[config.mk]
export PLATFORM = sky130hd
export DESIGN_NAME = vram_blit
export DESIGN_NICKNAME = d
export VERILOG_FILES = /design/src/rtl/tank_canvas_pkg.sv /design/src/rtl/vram_blit_walker.sv /design/src/rtl/vram_blit.sv
export SDC_FILE = /design/constraint.sdc
export NUM_CORES = 1
export LEC_CHECK = 0
export BUFFER_PORTS_ARGS = -buffer_cell sky130_fd_sc_hd__clkbuf_2
export CAP_MARGIN = 20
export CORE_MARGIN = 1.5
export CORE_UTILIZATION = 40
export DETAILED_ROUTE_END_ITERATION = 12
export HOLD_SLACK_MARGIN = 0.03
export SLEW_MARGIN = 20
export SYNTH_ARGS = -nofsm -noshare
export SYNTH_HDL_FRONTEND = slang
export SYNTH_SLANG_ARGS = --single-unit
[constraint.sdc]
create_clock -name clk -period 3.6 [get_ports clk]
set_input_delay 0.72 -clock clk [delete_from_list [all_inputs] [get_ports clk]]
set_output_delay 0.72 -clock clk [all_outputs]
set_load 0.02 [all_outputs]
[src/rtl/tank_canvas_pkg.sv]
// Shared canvas constants, pixel type, blitter opcodes and FSM encoding for the
// tank game VRAM path.
package tank_canvas_pkg;

   localparam int H_LEN = 200;
   localparam int V_LEN = 150;
   localparam int DW    = 15;
   localparam int SW    = 12;

   typedef logic [11:0] rgb_t;

   localparam logic [1:0] OP_FILL   = 2'd0;
   localparam logic [1:0] OP_CLEAR  = 2'd1;
   localparam logic [1:0] OP_SPRITE = 2'd2;

   localparam rgb_t KEY = 12'h000;

   typedef enum logic [2:0] {
      ST_IDLE  = 3'd0,
      ST_SETUP = 3'd1,
      ST_RUN   = 3'd2,
      ST_DRAIN = 3'd3,
      ST_DONE  = 3'd4
   } blit_state_t;

endpackage

[src/rtl/vram_blit_walker.sv]
// Row-major 2D walker for the blitter: column/row counters plus destination and
// source row-base accumulators, exposing the current pixel's addresses.
module blit_walker
#(
   parameter int H_LEN = 200,
   parameter int DW    = 15,
   parameter int SW    = 12
) (
   input  logic          clk,
   input  logic          rstn,
   input  logic          load,
   input  logic          step,
   input  logic [7:0]    w_eff,
   input  logic [7:0]    h_eff,
   input  logic [7:0]    stride,
   input  logic [DW-1:0] start,
   output logic [DW-1:0] dst,
   output logic [SW-1:0] src,
   output logic          last_col,
   output logic          last_row
);

   logic [7:0]    col_r;
   logic [7:0]    row_r;
   logic [7:0]    w_r;
   logic [7:0]    h_r;
   logic [7:0]    stride_r;
   logic [DW-1:0] dst_row_r;
   logic [SW-1:0] src_row_r;

   // Counter and row-base update: load at region start, advance one pixel per step.
   always_ff @(posedge clk) begin
      if (!rstn) begin
         col_r     <= 8'd0;
         row_r     <= 8'd0;
         w_r       <= 8'd0;
         h_r       <= 8'd0;
         stride_r  <= 8'd0;
         dst_row_r <= '0;
         src_row_r <= '0;
      end else if (load) begin
         col_r     <= 8'd0;
         row_r     <= 8'd0;
         w_r       <= w_eff;
         h_r       <= h_eff;
         stride_r  <= stride;
         dst_row_r <= start;
         src_row_r <= '0;
      end else if (step) begin
         if (last_col) begin
            // Source advances by the unclipped sprite width so clipped rows stay aligned.
            col_r     <= 8'd0;
            row_r     <= row_r + 8'd1;
            dst_row_r <= dst_row_r + DW'(H_LEN);
            src_row_r <= src_row_r + SW'(stride_r);
         end else begin
            col_r <= col_r + 8'd1;
         end
      end else begin
         col_r <= col_r;
      end
   end

   assign dst      = dst_row_r + DW'(col_r);
   assign src      = src_row_r + SW'(col_r);
   assign last_col = (col_r == (w_r - 8'd1));
   assign last_row = (row_r == (h_r - 8'd1));

endmodule

[src/rtl/vram_blit.sv]
// Rectangle/sprite blitter writing the 200x150 12-bit canvas VRAM, one pixel per cycle.
// SPRITE op and colour-key transparency are built only when VRAM_BLIT_SPRITE_EN is defined.
module vram_blit
   import tank_canvas_pkg::*;
#(
   parameter int          H_LEN = tank_canvas_pkg::H_LEN,
   parameter int          V_LEN = tank_canvas_pkg::V_LEN,
   parameter int          DW    = tank_canvas_pkg::DW,
   parameter int          SW    = tank_canvas_pkg::SW,
   parameter logic [11:0] KEY   = tank_canvas_pkg::KEY
) (
   input  logic          clk,
   input  logic          rstn,
   input  logic          cmd_valid,
   output logic          cmd_ready,
   input  logic [1:0]    cmd_op,
   input  logic [7:0]    cmd_x,
   input  logic [7:0]    cmd_y,
   input  logic [7:0]    cmd_w,
   input  logic [7:0]    cmd_h,
   input  logic [11:0]   cmd_color,
   input  logic [SW-1:0] cmd_sbase,
   output logic [SW-1:0] spr_addr,
   input  logic [11:0]   spr_data,
   output logic          we,
   output logic [DW-1:0] waddr,
   output logic [11:0]   wdata,
   output logic          busy,
   output logic          done
);

   blit_state_t   state_r;
   blit_state_t   state_s;

   logic [1:0]    op_r;
   logic [7:0]    x_r;
   logic [7:0]    y_r;
   logic [7:0]    w_r;
   logic [7:0]    h_r;
   rgb_t          color_r;
   logic [SW-1:0] sbase_r;

   logic [8:0]    room_x_s;
   logic [8:0]    room_y_s;
   logic [7:0]    w_eff_s;
   logic [7:0]    h_eff_s;
   logic [DW-1:0] start_s;
   logic          off_canvas_s;
   logic          skip_s;

   logic          load_s;
   logic          step_s;
   logic [DW-1:0] dst_s;
   logic [SW-1:0] src_s;
   logic          last_col_s;
   logic          last_row_s;

   logic          we_s;
   logic [DW-1:0] waddr_s;
   rgb_t          wdata_s;

`ifdef VRAM_BLIT_SPRITE_EN
   logic          pend_r;
   logic          pend_s;
   logic [DW-1:0] pend_addr_r;
   logic [DW-1:0] pend_addr_s;
`endif

   // y * H_LEN as a sum of shifted copies of y, one per set bit of the constant.
   function automatic logic [DW-1:0] times_hlen(input logic [7:0] y);
      logic [DW-1:0] acc;
      acc = '0;
      for (int i = 0; i < 16; i++) begin
         if (H_LEN[i]) acc = acc + (DW'(y) << i);
         else          acc = acc;
      end
      return acc;
   endfunction

   assign cmd_ready = (state_r == ST_IDLE);

   // Command latch: every field captured on the accepting edge.
   always_ff @(posedge clk) begin
      if (!rstn) begin
         op_r    <= 2'd0;
         x_r     <= 8'd0;
         y_r     <= 8'd0;
         w_r     <= 8'd0;
         h_r     <= 8'd0;
         color_r <= 12'h000;
         sbase_r <= '0;
      end else if (cmd_valid && (state_r == ST_IDLE)) begin
         op_r    <= cmd_op;
         x_r     <= cmd_x;
         y_r     <= cmd_y;
         w_r     <= cmd_w;
         h_r     <= cmd_h;
         color_r <= cmd_color;
         sbase_r <= cmd_sbase;
      end else begin
         op_r <= op_r;
      end
   end

   // Clipped region and start address, consumed in SETUP.
   always_comb begin
      room_x_s = 9'(H_LEN) - {1'b0, x_r};
      room_y_s = 9'(V_LEN) - {1'b0, y_r};
      if (op_r == OP_CLEAR) begin
         w_eff_s = 8'(H_LEN);
         h_eff_s = 8'(V_LEN);
         start_s = '0;
      end else begin
         if ({1'b0, w_r} < room_x_s) w_eff_s = w_r;
         else                        w_eff_s = room_x_s[7:0];
         if ({1'b0, h_r} < room_y_s) h_eff_s = h_r;
         else                        h_eff_s = room_y_s[7:0];
         start_s = DW'(x_r) + times_hlen(y_r);
      end
   end

   assign off_canvas_s = ({1'b0, x_r} >= 9'(H_LEN)) || ({1'b0, y_r} >= 9'(V_LEN)) ||
                         (w_r == 8'd0) || (h_r == 8'd0);

   // Commands that produce no writes and go straight to DONE.
   always_comb begin
      case (op_r)
         OP_FILL:   skip_s = off_canvas_s;
         OP_CLEAR:  skip_s = 1'b0;
`ifdef VRAM_BLIT_SPRITE_EN
         OP_SPRITE: skip_s = off_canvas_s;
`else
         OP_SPRITE: skip_s = 1'b1;
`endif
         default:   skip_s = 1'b1;
      endcase
   end

   blit_walker #(
      .H_LEN (H_LEN),
      .DW    (DW),
      .SW    (SW)
   ) u_walker (
      .clk      (clk),
      .rstn     (rstn),
      .load     (load_s),
      .step     (step_s),
      .w_eff    (w_eff_s),
      .h_eff    (h_eff_s),
      .stride   (w_r),
      .start    (start_s),
      .dst      (dst_s),
      .src      (src_s),
      .last_col (last_col_s),
      .last_row (last_row_s)
   );

`ifdef VRAM_BLIT_SPRITE_EN
   // ROM address for the pixel the walker is on; data returns next cycle.
   assign spr_addr = sbase_r + src_s;
`else
   logic unused_s;
   assign unused_s = ^{spr_data, src_s, sbase_r, KEY};
   assign spr_addr = '0;
`endif

   // State register.
   always_ff @(posedge clk) begin
      if (!rstn) state_r <= ST_IDLE;
      else       state_r <= state_s;
   end

   // Next state and next-cycle VRAM write.
   always_comb begin
      state_s = state_r;
      load_s  = 1'b0;
      step_s  = 1'b0;
      we_s    = 1'b0;
      waddr_s = waddr;
      wdata_s = wdata;
`ifdef VRAM_BLIT_SPRITE_EN
      pend_s      = 1'b0;
      pend_addr_s = pend_addr_r;
`endif
      case (state_r)
         ST_IDLE: begin
            if (cmd_valid) state_s = ST_SETUP;
            else           state_s = ST_IDLE;
         end
         ST_SETUP: begin
            if (skip_s) begin
               state_s = ST_DONE;
            end else begin
               load_s  = 1'b1;
               state_s = ST_RUN;
            end
         end
         ST_RUN: begin
            step_s = 1'b1;
`ifdef VRAM_BLIT_SPRITE_EN
            if (op_r == OP_SPRITE) begin
               pend_s      = 1'b1;
               pend_addr_s = dst_s;
            end else begin
               we_s    = 1'b1;
               waddr_s = dst_s;
               wdata_s = color_r;
            end
`else
            we_s    = 1'b1;
            waddr_s = dst_s;
            wdata_s = color_r;
`endif
            if (last_col_s && last_row_s) state_s = ST_DRAIN;
            else                          state_s = ST_RUN;
         end
         ST_DRAIN: state_s = ST_DONE;
         ST_DONE:  state_s = ST_IDLE;
         default:  state_s = ST_IDLE;
      endcase
`ifdef VRAM_BLIT_SPRITE_EN
      // Sprite pixel read last cycle lands now; key-coloured pixels are skipped.
      if (pend_r) begin
         we_s    = (spr_data != KEY);
         waddr_s = pend_addr_r;
         wdata_s = spr_data;
      end else begin
         we_s = we_s;
      end
`endif
   end

   // Output and pipeline registers.
   always_ff @(posedge clk) begin
      if (!rstn) begin
         we    <= 1'b0;
         waddr <= '0;
         wdata <= 12'h000;
         busy  <= 1'b0;
         done  <= 1'b0;
`ifdef VRAM_BLIT_SPRITE_EN
         pend_r      <= 1'b0;
         pend_addr_r <= '0;
`endif
      end else begin
         we    <= we_s;
         waddr <= waddr_s;
         wdata <= wdata_s;
         busy  <= (state_s != ST_IDLE);
         done  <= (state_r == ST_DONE);
`ifdef VRAM_BLIT_SPRITE_EN
         pend_r      <= pend_s;
         pend_addr_r <= pend_addr_s;
`endif
      end
   end

endmodule

# Word-level counts from Yosys, hierarchy flattened
# Cells that the tools add are included.
# word_totals
ff_bits	126
inputBits	73
output_inout_bits	43
# op_classes
bitwise	1
n_addsub	12
n_mux	21
n_eq_ne	7
reduce_logical	15
order_cmp	4
# ops
cell	count
15-bit 2-to-1 mux	8
8-bit 2-to-1 mux	5
8-bit by 9-bit less-than comparator with 1-bit output	2
8-bit by 8-bit subtractor with 9-bit output, first input constant	2
8-bit by 1-bit adder with 8-bit output, second input constant	2
8-bit == test	2
8-bit >= comparator, second input constant	2
8-bit logical NOT	2
8-bit by 1-bit subtractor with 8-bit output, second input constant	2
15-bit by 11-bit adder with 15-bit output	1
15-bit by 14-bit adder with 15-bit output	1
15-bit adder	1
15-bit by 8-bit adder with 15-bit output	1
15-bit by 8-bit adder with 15-bit output, second input constant	1
8-bit by 15-bit adder with 15-bit output	1
3-bit one-hot mux with 4 select lines	1
3-bit by 2-bit == test with 1-bit output, second input constant	2
1-bit 2-to-1 mux	5
2-bit AND reduction	2
2-bit nonzero test	2
3-bit by 1-bit == test with 1-bit output, second input constant	1
3-bit == test, second input constant	1
3-bit logical NOT	1
1-bit logical OR	3
8 further kinds	9

# Logic depth before layout (Yosys ltp)
# logic_depth
word_depth	11
ltp_mapped	16
ltp_nobuf	16

# Cells and area by module
# From an unflattened synthesis, not the netlist that was laid out.
# unflattened
cells_unflattened	1148
hier_area_um2	9445.3
# by_module_without_submodules
module	seq_area_each_um2	area_each_um2	cells_per_inst	instances
vram_blit	1581.5	4903.5	620	1
blit_walker	1341.3	4541.9	528	1

# Worst setup path after synthesis
# OpenSTA, ideal clock, no wires.
# synth_timing
path_type	register to register
start	register y_r[3]
end	register u_walker.dst_row_r[14]
path_stages_with_launch	14
slack_ns	0.334
path_buffers	0
arrival_ns	3.148
required_ns	3.482
period_less_slack_ns	3.266
cell_sequence	dfxtp_1 -> ha_1 -> fa_1 -> a21o_1 -> a21oi_1 -> xnor2_1 -> ha_1 -> nor3b_1 -> or4b_1 -> nor3b_2 -> nand3_1 -> xnor2_1 -> a22oi_1 -> nor2_1
# synth_between
elab_chain_cells	9
word_cells_on_any_way	19
classes_between	add/sub: 4; order compare: 1; mux: 8; reduce/logical: 6
# synth_lines
element	line_no	source
from (decl)	vram_blit.sv:37	logic [7:0] y_r;
from (signal assigned)	vram_blit.sv:95	y_r <= cmd_y;
15-bit by 11-bit adder with 15-bit output / 8-bit >= comparator (equally long branches)	vram_blit.sv:74, vram_blit.sv:122	
15-bit 2-to-1 mux / 1-bit logical OR (equally long branches)	vram_blit.sv:109, vram_blit.sv:122	
15-bit by 14-bit adder with 15-bit output / 1-bit logical OR (equally long branches)	vram_blit.sv:74, vram_blit.sv:122	
15-bit 2-to-1 mux / 1-bit logical OR (equally long branches)	vram_blit.sv:109, vram_blit.sv:123	
15-bit adder / 1-bit one-hot mux with 2 select lines (equally long branches)	vram_blit.sv:74, vram_blit.sv:127	
15-bit 2-to-1 mux / 1-bit 2-to-1 mux (equally long branches)	vram_blit.sv:109, vram_blit.sv:191	
8-bit by 15-bit adder with 15-bit output / 1-bit 2-to-1 mux (equally long branches)	vram_blit.sv:118, vram_blit.sv:185	
15-bit 2-to-1 mux / 2-bit nonzero test (equally long branches)	--	
15-bit 2-to-1 mux / 2-bit AND reduction (equally long branches)	--	
to (signal assigned)	vram_blit_walker.sv:47	dst_row_r <= start;
to (signal assigned)	vram_blit_walker.sv:54	dst_row_r <= dst_row_r + DW'(H_LEN);
to (decl)	vram_blit_walker.sv:28	logic [DW-1:0] dst_row_r;
# Several ways; a longest one is shown, not always the timed one. The select of a mux whose other input is x is not followed.
# A chain may end at the register's enable or synchronous reset.

# Worst setup path after layout
# Ends and elaborated chain as after synthesis.

==> metrics.md <==
| Metric | Value |
|---|---|
| Outcome | `complete, but fails checks` |
| Violated checks | `design-rule violations` |
| Post-synth ARST share | `0` |
| Crit end category | `flop` |
| Leak | `roughly 3.8 nW` |
| Gate Count Post-Synth | `910` |
| Routed vias | `approximately 6300` |
| Post-route ant nets | `0` |
| Post-synth cell types | `between 70 and 80` |
| Startpoint types | `flop` |
| Hpwl dp | `approximately 13000 um` |
| CTS tree | `built` |
| Max Freq | `291 MHz` |
| Largest net degree at the start of global routing | `45` |
| Global-route wire length before repair | `between 20000 and 30000 um` |
| Clk_skew | `0.00660 ns` |
| CTS Root Cell | `clkbuf_16` |
| Worst hold slack | `about 0.46 ns` |
| Core area | `about 18000 sq um` |
| Fin Setup TNS | `0 ns` |
| Synth Warn # | `0` |
| GRT Overall Usage | `0.192` |
| Reg clk slew, reported paths | `0.06 ns` |
| Worst-margin pin slew | `just over 0.7 ns` |
| Die area | `~20000 sq um` |
| CP max FO | `3` |
| Power, Total | `~4.2 mW` |
| Synthesized area per cell | `approximately 8.2 sq um` |
| Normalized max-slew margin | `0.524` |
| Cell Pwr Density | `482 nW/um^2` |
| Final Hold Viols | `0` |
| Synth Register Bits | `approximately 130` |
| Grt total ovfl | `0` |
| Top FF cell, synth | `dfxtp_1` |
| Synth top area share | `0.336` |
| TritonCTS sink count | `126` |
| Clock Latency Late Sink | `about 0.43 ns` |
| Vias per Instance | `5.13` |
| Hold crit path type | `reg -> reg` |
| Drt drc | `5` |
| Slew Viols, Final | `0` |
| Peak supply drop | `~0.00038 V` |
| CTS Buf Count | `17` |
| MaxCap Viol Count | `0` |
| Tcrit/Tclk final | `0.953` |
| Largest cells by area after synthesis | `dfxtp_1, nand2_1, ha_1, a21boi_0, xor2_1` |
| Cell Rows | `approximately 50` |
| Initial antenna violation count | `0` |
| Final setup fails | `0` |
| CP Data Arrival Time | `3.75 ns` |
| Die Ht | `approximately 140 um` |
| R2r setup slk | `~0.17 ns` |
| H-tree levels | `4` |
| Drt initial violations | `~340` |
| Post-Syn Area | `between 7000 and 8000 sq um` |
| Fraction of layout cells with a size suffix above 1 | `0.155` |
| CP Class | `reg -> reg` |
| Port Buffers | `just under 80` |
| Synth area leader | `dfxtp_1` |
| Placer Congestion | `around 0.80` |
| Final nets | `~1100` |
| Number of enable flip-flop cells after synthesis | `0` |
| TritonRoute pass-1 iters | `8` |
| Clk buf depth | `2` |
| Post-synthesis sequential area ratio | `0.336` |
| Num ports | `approximately 120` |
| Starting Density | `0.413` |
| Diode count | `0` |
| WP data required | `3.92 ns` |
| Fill cell count | `1806` |
| Final WL | `18100 um` |
| Die W | `140 um` |
| Post-route minimum period | `about 3.4 ns` |
| DR WL/cell | `between 10 and 15 um` |
| Vias in the first global route | `about 5900` |
| Synth-to-Final Area Change | `16.1%` |
## cells by family (layout without fill, tap and decap cells)
logic type | count (synthesis) | after routing | synth area share
AOI/OAI and AO/OA | 230 | 230 | 0.207
muxes | 13 | 13 | 0.0180
other | 1 | 12 | 0.000500
buffers and inverters | 91 | 165 | 0.0589
and+or+nand+nor | 319 | 319 | 0.198
adders and majority gates | 51 | 51 | 0.0891
xor gates and xnor gates | 79 | 79 | 0.0922
DFF | 126 | 126 | 0.336
## per-layer routing
metal	GRT usage	vias up	routed length (um)	share of wire
li1	-	3265	-	-
met1	0.259	2864	8980	0.50
met2	0.306	125	8220	0.45
met3	0.0369	22	659	0.036
met4	0.0709	0	275	0.015
met5	0	-	0	0
## final timing paths
path / start / to / depth (start not counted)
max: y_r[3] / u_walker.dst_row_r[14] / 12
min: color_r[4] / wdata[4] / 2
max reg2reg: y_r[3] / u_walker.dst_row_r[14] / 12
min reg2reg: color_r[4] / wdata[4] / 2
## critical path, stage by stage, from the launching register on
cell,delay (ns)
dfxtp_1,0.31
ha_1,0.23
fa_1,0.49
ha_1,0.20
inv_1,0.07
fa_1,0.39
xnor2_1,0.27
or4b_4,0.52
nor3b_2,0.25
nand3_1,0.16
xnor2_2,0.19
a22oi_1,0.20
nor2_1,0.06
## flip-flops by register name, indices dropped and copies added (netlist names), 12 cells and up
register	cells
color_r	12
u_walker.dst_row_r	15
waddr	15
wdata	12
## Yosys cell counts (5+ instances only)
master and number:
nor2_1 49, xnor2_1 34, a31oi_1 6, a21o_1 10, nand2b_1 12, clkbuf_1 27
buf_6 5, buf_2 5, nor3b_1 6, ha_1 47, and3_1 17, dfxtp_1 126
o21ai_0 46, nand2_1 162, a211o_1 5, buf_1 5, and2_1 11, buf_4 15
nand4_1 7, nor2b_1 7, nor3_1 12, a21boi_0 61, o211a_1 5, inv_1 34
nand3_1 13, mux2i_1 9, xor2_1 45, a21oi_1 51
## area by class of cell
| class | instances | area (sq um) | area share |
|---|---|---|---|
| inverter | 34 | 128 | 0.0147 |
| clock inverter | 12 | 158 | 0.0181 |
| timing repair buffer | 99 | 546 | 0.0627 |
| tap | 229 | 287 | 0.0329 |
| clock buffer | 20 | 467 | 0.0536 |
| sequential | 126 | 2520 | 0.290 |
| multi-input combinational | 704 | 4600 | 0.528 |
## report_power, final
| group | switching (mW) | internal (mW) | leakage [nW] |
|---|---|---|---|
| Clock | 0.664 | 1.15 | 0.299 |
| Combinational | 0.491 | 0.338 | 2.50 |
| Sequential | 0.0807 | 1.47 | 1.02 |
## repair_timing
item	CTS	global route
resized for setup	0	4
endpoints found under the hold margin	0	0
endpoints found under the setup margin	0	3
buffers inserted	0	1
hold buffers	0	0
## layout by cell type (no fill, tap or decap), types with 5 or more instances in the layout
cell and n:
a211o_1 5, a21boi_0 61, a21o_1 10, a21oi_1 50, a31oi_1 6, and2_1 11
and3_1 17, buf_4 20, clkbuf_16 17, clkbuf_2 79, conb_1 12, dfxtp_1 126
ha_1 47, inv_1 34, mux2i_1 9, nand2_1 162, nand2b_1 12, nand3_1 13
nand4_1 7, nor2_1 49, nor2b_1 7, nor3_1 12, nor3b_1 6, o211a_1 5
o21ai_0 46, xnor2_1 33, xor2_1 44
## through the flow
step | utilization | area [sq um] | cells | setup WS [ns]
floorplan | - | 7540 | 921 | 0.334
global placement | 0.444 | 8050 | 1191 | 0.128
detailed placement | 0.444 | 8050 | 1191 | 0.146
CTS | 0.478 | 8680 | 1223 | 0.0951
global route | 0.480 | 8710 | 1224 | -0.0265
finish | 0.480 | 8710 | 1224 | 0.169
No activity file was read; power rests on OpenSTA's default activity.
